### config.mk
export PLATFORM = sky130hd
export DESIGN_NAME = ets_accum_multi_flat
export DESIGN_NICKNAME = d
export VERILOG_FILES = /design/src/rtl/ets_accum_multi_if.sv /design/src/rtl/ets_accum_multi.sv /design/src/flat_wrapper.sv
export SDC_FILE = /design/constraint.sdc
export NUM_CORES = 1
export LEC_CHECK = 0
export CAP_MARGIN = 5
export CORE_ASPECT_RATIO = 0.75
export CORE_UTILIZATION = 30
export DETAILED_ROUTE_END_ITERATION = 10
export PLACE_DENSITY = 0.54
export SYNTH_ARGS = -nofsm -noshare
export SYNTH_HDL_FRONTEND = slang
export SYNTH_SLANG_ARGS = --single-unit
### constraint.sdc
create_clock -name clk -period 3.3 [get_ports clk]
set_input_delay 0.495 -clock clk [delete_from_list [all_inputs] [get_ports clk]]
set_output_delay 0.495 -clock clk [all_outputs]
set_load 0.01 [all_outputs]
### src/rtl/ets_accum_multi_if.sv
// ets_accum_multi_if: start/abort/window control, per-channel samples,
// and busy/done/count/overflow results for ets_accum_multi.
interface ets_accum_multi_if #(
  parameter int CH = 4,
  parameter int DW = 16,
  parameter int WW = 32
);
  logic [WW-1:0]    window;
  logic [CH-1:0]    data_in;
  logic             start;
  logic             abort;
  logic             busy;
  logic             done;
  logic [CH*DW-1:0] data;
  logic [CH-1:0]    ovf;

  modport master (
    output window, data_in, start, abort,
    input  busy, done, data, ovf
  );

  modport slave (
    input  window, data_in, start, abort,
    output busy, done, data, ovf
  );
endinterface

### src/rtl/ets_accum_multi.sv
// ets_accum_multi: windowed per-channel hit counters (IDLE/BUSY/DONE/CLR).
// ETS_ACCUM_SAT_EN selects saturating counters; default wraps.
module ets_accum_multi #(
  parameter int CH = 4,
  parameter int DW = 16,
  parameter int WW = 32
) (
  input logic            clk,
  input logic            rst_n,
  ets_accum_multi_if.slave bus
);

  typedef enum logic [1:0] {
    IDLE = 2'd0,
    BUSY = 2'd1,
    DONE = 2'd2,
    CLR  = 2'd3
  } state_t;

  localparam int NSEG = (DW + 7) / 8;
  localparam int PW   = NSEG * 8;

  state_t          state_q, state_d;
  logic [WW-1:0]   win_q;
  logic [WW-1:0]   cyc_q;
  logic [CH*DW-1:0] data_w;
  logic [CH-1:0]   ovf_w;

  always_ff @(posedge clk or negedge rst_n) begin
    if (!rst_n) begin
      state_q <= IDLE;
    end else begin
      state_q <= state_d;
    end
  end

  always_comb begin
    state_d = state_q;
    unique case (state_q)
      IDLE: begin
        if (bus.start) begin
          state_d = (bus.window == '0) ? DONE : BUSY;
        end
      end
      BUSY: begin
        if (bus.abort) begin
          state_d = CLR;
        end else if (cyc_q + WW'(1) == win_q) begin
          state_d = DONE;
        end
      end
      DONE: begin
        if (!bus.start) begin
          state_d = CLR;
        end
      end
      CLR: state_d = IDLE;
      default: state_d = IDLE;
    endcase
  end

  always_ff @(posedge clk or negedge rst_n) begin
    if (!rst_n) begin
      win_q <= '0;
      cyc_q <= '0;
    end else begin
      unique case (state_q)
        IDLE: begin
          if (bus.start) begin
            win_q <= bus.window;
            cyc_q <= '0;
          end
        end
        BUSY:    cyc_q <= cyc_q + WW'(1);
        CLR:     cyc_q <= '0;
        default: ;
      endcase
    end
  end

  for (genvar i = 0; i < CH; i++) begin : g_ch
    logic [DW-1:0] cnt_q, cnt_d;
    logic          ovf_q, ovf_d;
    logic [PW-1:0] pc, pn;
    logic          hit, full, c;

    assign hit  = (state_q == BUSY) && !bus.abort && bus.data_in[i];
    assign full = hit && (&cnt_q);

    // 8-bit segments; a segment steps only when all lower ones roll over
    always_comb begin
      pc = '0;
      pc[DW-1:0] = cnt_q;
      pn = pc;
      c = hit;
      for (int s = 0; s < NSEG; s++) begin
        pn[s*8 +: 8] = pc[s*8 +: 8] + {7'b0, c};
        c = c & (&pc[s*8 +: 8]);
      end
`ifdef ETS_ACCUM_SAT_EN
      cnt_d = full ? cnt_q : pn[DW-1:0];
`else
      cnt_d = pn[DW-1:0];
`endif
      ovf_d = ovf_q | full;
    end

    always_ff @(posedge clk or negedge rst_n) begin
      if (!rst_n) begin
        cnt_q <= '0;
        ovf_q <= 1'b0;
      end else if (state_q == CLR) begin
        cnt_q <= '0;
        ovf_q <= 1'b0;
      end else begin
        cnt_q <= cnt_d;
        ovf_q <= ovf_d;
      end
    end

    assign data_w[i*DW +: DW] = cnt_q;
    assign ovf_w[i]           = ovf_q;
  end

  assign bus.busy = (state_q == BUSY);
  assign bus.done = (state_q == DONE);
  assign bus.data = data_w;
  assign bus.ovf  = ovf_w;

endmodule

### src/flat_wrapper.sv
// flat-port wrapper written by rule: the top's interface ports become plain ports
module ets_accum_multi_flat 
#(
  parameter int CH = 4,
  parameter int DW = 16,
  parameter int WW = 32
)
  (clk, rst_n, bus_window, bus_data_in, bus_start, bus_abort, bus_busy, bus_done, bus_data, bus_ovf);
  ets_accum_multi_if #(.CH(CH), .DW(DW), .WW(WW)) bus_i ();
  input logic clk;
  input logic rst_n;
  input wire logic [$bits(bus_i.window)-1:0] bus_window;
  input wire logic [$bits(bus_i.data_in)-1:0] bus_data_in;
  input wire logic [$bits(bus_i.start)-1:0] bus_start;
  input wire logic [$bits(bus_i.abort)-1:0] bus_abort;
  output wire logic [$bits(bus_i.busy)-1:0] bus_busy;
  output wire logic [$bits(bus_i.done)-1:0] bus_done;
  output wire logic [$bits(bus_i.data)-1:0] bus_data;
  output wire logic [$bits(bus_i.ovf)-1:0] bus_ovf;
  assign bus_i.window = bus_window;
  assign bus_i.data_in = bus_data_in;
  assign bus_i.start = bus_start;
  assign bus_i.abort = bus_abort;
  assign bus_busy = bus_i.busy;
  assign bus_done = bus_i.done;
  assign bus_data = bus_i.data;
  assign bus_ovf = bus_i.ovf;
  ets_accum_multi #(.CH(CH), .DW(DW), .WW(WW)) u_core (.clk(clk), .rst_n(rst_n), .bus(bus_i));
endmodule
* Word level (Yosys, flattened, before mapping)
Index checks and enable logic that the tools add are counted.
** Storage, ports and cells
- Flip-flop bits (word level) :: 134
- Word-level logic and storage cells :: 75
- Output and inout bits :: 70
** Operators by class
- Reduce and logical (&&, ||, !) cells :: 24
- Bitwise operators :: 8
- Equality and inequality tests :: 7
- Mux-type cells :: 16
- $add $sub $neg :: 9
** Operators by type and width (number)
- $pmux 32 s3 :: 1
- $add 8x1->8 :: 8
- $mux 16 :: 4
- $reduce_and 16->1 :: 4
- $add 32x1->32 const B :: 1
- $eq 32x32->1 :: 1
- $logic_not 32->1 :: 1
- $mux 32 :: 1
- $reduce_and 8->1 :: 4
- $mux 2 :: 5
- $logic_and 1x1->1 :: 9
- $pmux 2 s4 :: 1
- $and 1x1->1 :: 4
- $eq 2x2->1 const B :: 2
- $mux 1 :: 4
- $ne 2x2->1 const B :: 2
- $or 1x1->1 :: 4
- $reduce_and 2->1 :: 2
- $ne 3x2->1 const B :: 1
- $reduce_and 3->1 :: 1
- $reduce_bool 3->1 :: 1
- $eq 2x1->1 const B :: 1
- $logic_not 2->1 :: 1
- $logic_not 1->1 :: 1

* Depth between registers and ports, before layout
- Word-level depth :: 6
- Mapped depth :: 11

* Worst setup path before layout
OpenSTA, ideal clock, no wires.
- Path type :: reg-to-reg
- Start :: reg u_core.cyc_q[2]
- End :: reg u_core.state_q[0]
- Buffers on the path :: 2
- Setup time :: 0.128 ns
- Arrival time :: 2.543 ns
- Cell stages (with the launch flop) :: 11
- Slack :: 0.629 ns
- Cell sequence :: dfrtp_1 > buf_4 > nand3_2 > buf_2 > or4_1 > xnor2_1 > a2111oi_2 > nand4_1 > nor4_2 > a31oi_1 > mux2_1
** Between the ends
- Longest elaborated chain between the ends :: 4
** RTL lines
- from (decl) :: RTL line ets_accum_multi.sv:25 : logic [WW-1:0] cyc_q;
- from (signal assigned) :: RTL line ets_accum_multi.sv:74 : BUSY: cyc_q <= cyc_q + WW'(1);
- $add 32x1->32 :: RTL line ets_accum_multi.sv:48 : end else if (cyc_q + WW'(1) == win_q) begin
- $eq 32x32->1 :: RTL line ets_accum_multi.sv:48
- $ne 3x2->1 (no source line)
- $reduce_and 3->1 (no source line)
- to (signal assigned) :: RTL line ets_accum_multi.sv:33 : state_q <= state_d;
- to (decl) :: RTL line ets_accum_multi.sv:23 : state_t state_q, state_d;
Every way passes these cells.
A chain may end at the register's enable or synchronous reset.

* Worst setup path in the final report
- Start :: reg u_core.cyc_q[3]
- End :: reg u_core.state_q[0]
Same word-level chain as after synthesis.

==> impl_metrics.tcl <==
set metrics [dict create \
    max_freq_ghz 0.335 \
    cts_tree "built" \
    synth_top_family_by_area "simple AND/OR/NAND/NOR gates" \
    via_per_inst 4.85 \
    min_path_type "in -> async" \
    worstPathArrival_ns 3.28 \
    synthFlopType "dfrtp_1" \
    clock-sinks 134 \
    grt_pass1_vias 5668 \
    drc 0 \
    syn_area_um2 7450 \
    max-cap-violations 0 \
    vias 5827 \
    synth-seq-cells 134 \
    routedWlPerCell_um 15.8 \
    clockRootBuffer "clkbuf_16" \
    antenna_found_initial 0 \
    synth-adder-area-share_pct 3.83 \
    rsz0062_at_grt "no" \
    cp.required_ns 3.60 \
    ir_worst_vdd_v 0.000404 \
    hold_viol_final 0 \
    postCtsSetupBuffers 0 \
    critical_path_class "reg -> reg" \
    io-pin-count 110 \
    p_total_mw 5.87 \
    critPathMaxFanout 7 \
    tns_ns 0 \
    routed_wirelength_um 19000 \
    dr.pass1.iters 4 \
    clk_pin_slew_ns 0.07 \
    r2r-start "u_core.cyc_q[3]" \
    clkLatencyLatePin_ns 0.42 \
    cts_buffers 17 \
    core_um2 24200 \
    area_delta_synth_final_pct 27.2 \
    fin_nets 920 \
    initial_utilization_pct 30.9 \
    n_antenna_cell 0 \
    synth-warning-count 0 \
    synth_seq_area_share_pct 45.0 \
    grt_max_degree 83 \
    timing.hold.ws_ns 0.112 \
    drt_iter0_drc 333 \
    status "complete, no violations" \
    synth_xor_area_share_pct 9.63 \
    setup_viol 0 \
    grtUsageTotal_pct 15.8 \
    synth_area_leaders "dfrtp_1, xor2_1, mux2_2" \
    clockBufferDepth 2 \
    fin_skew_ns 0.0104 \
    syn_nets 823 \
    cts_resized 0 \
    powerDensity_nw_per_um2 619 \
    timing.final.crit_share_pct 90.3 \
    grt-ovfl-total 0 \
    start_kind "flop" \
    timing.critical_path.from "u_core.cyc_q[3]" \
    die_height_um 139 \
    synth-edff-count 0 \
    htree_levels 4 \
    ctsHoldBuffers 0 \
    netlist_instances 761 \
    grt_pass1_wl_um 31500 \
    syn_avg_cell_area_um2 9.80 \
    layout_commonest_cell "dfrtp_1" \
    layout_common_cells "dfrtp_1, clkdlybuf4s50_1, nor2_1, nand2_1, xor2_1" \
    dieArea_um2 25500 \
    worstMarginPinSlew_ns 0.881 \
    end_kind "flop" \
    dpl.hpwl_um 13600 \
    gp_congestion 0.805 \
    port_buffers 109 \
    antenna_left 0 \
    die_x_um 184 \
    maxSlewHeadroom_pct 41.3 \
    synth.distinct_cells 54 \
    async_flop_share_pct 100 \
    synth-simple-area-share_pct 21.9 \
    synth_top_cell_area_share_pct 45.0 \
    timing_max_transition_violations_final 0 \
    synth_top_area_cell "dfrtp_1" \
    rows 49 \
    drive_above_1_share_pct 11.3 \
    synth_compound_area_share_pct 9.10 \
    p_leak_nw 4.04 \
    synthMuxAreaShare_pct 6.78 \
    fin_crit_ns 2.98 \
]
-- cells by family (layout without fill, tap and decap cells) --
kind of cell / after synthesis / in the layout
simple gates: 310 / 310
compound gates: 107 / 107
xor+xnor: 82 / 82
buf+inv: 59 / 169
fa+ha+maj: 23 / 23
flops: 134 / 134
mux: 46 / 46
-- through the flow --
step	cell area [um2]	setup WS, ns	util, %	std cells
finish	9480	0.319	39.2	1202
global route	9480	0.0822	39.2	1202
CTS	9480	0.303	39.2	1202
detailed placement	8880	0.0762	36.8	1170
global placement	8880	0.185	36.8	1170
floorplan	7450	0.629	-	761
-- flip-flops by register name, summed over array words and instances (netlist names) --
signal / count
u_core.cyc_q: 32
u_core.g_ch.cnt_q: 64
u_core.g_ch.ovf_q: 4
u_core.state_q: 2
u_core.win_q: 32
-- worst max-delay path: stages (launching register included) --
cell and delay [ns]:
dfrtp_1 0.35, nand4_1 0.35, or4_1 0.65, xnor2_1 0.18, a2111oi_2 0.38, nand4_1 0.17, nor4_2 0.28, a31oi_1 0.17
mux2_1 0.33
-- metal layers --
metal / up-vias / part of all wire, % / global-route usage [%]
met5: - / 0 / 0
met1: 2802 / 53 / 24.2
met4: 0 / 1.8 / 4.65
met3: 18 / 4.0 / 3.64
li1: 2892 / - / -
met2: 115 / 41 / 21.6
-- layout make-up --
cell class,instances,area [um2]
fill,2442,14700
multi-input combinational,568,3820
sequential,134,3350
timing repair buffer,129,1250
clock buffer,17,425
tap,331,414
clock inverter,15,176
inverter,8,30.0
-- report_power, final --
part	switching [mW]	internal, mW	leakage, nW
sequential	0.301	1.92	1.79
clock	0.868	1.09	0.295
combinational	0.924	0.770	1.96
total	2.09	3.77	4.04
-- synth_stat cells (11+ instances only) --
| master | count |
|---|---|
| a21oi_1 | 28 |
| nor3_1 | 21 |
| nand4_1 | 22 |
| xnor2_1 | 33 |
| or3_1 | 13 |
| nor2_1 | 67 |
| and4_1 | 15 |
| nand3_1 | 36 |
| nor2b_1 | 17 |
| xor2_1 | 49 |
| buf_4 | 12 |
| and3_1 | 20 |
| clkbuf_1 | 23 |
| buf_2 | 11 |
| o21ai_0 | 36 |
| mux2_2 | 34 |
| nand2_1 | 62 |
| ha_1 | 22 |
| dfrtp_1 | 134 |
-- path summary, 6_finish.rpt --
| check | end | slack (ns) | cells past startpoint |
|---|---|---|---|
| max reg2reg | u_core.state_q[0] | 0.32 | 8 |
| max in group asynchronous | u_core.win_q[26] | 2.32 | 2 |
| min in group clk | u_core.g_ch[2].ovf_q | 0.50 | 2 |
| min reg2reg | u_core.g_ch[2].ovf_q | 0.50 | 2 |
| min | u_core.g_ch[0].cnt_q[4] | 0.11 | 1 |
| max | u_core.state_q[0] | 0.32 | 8 |
No activity file was read; power rests on OpenSTA's default activity.
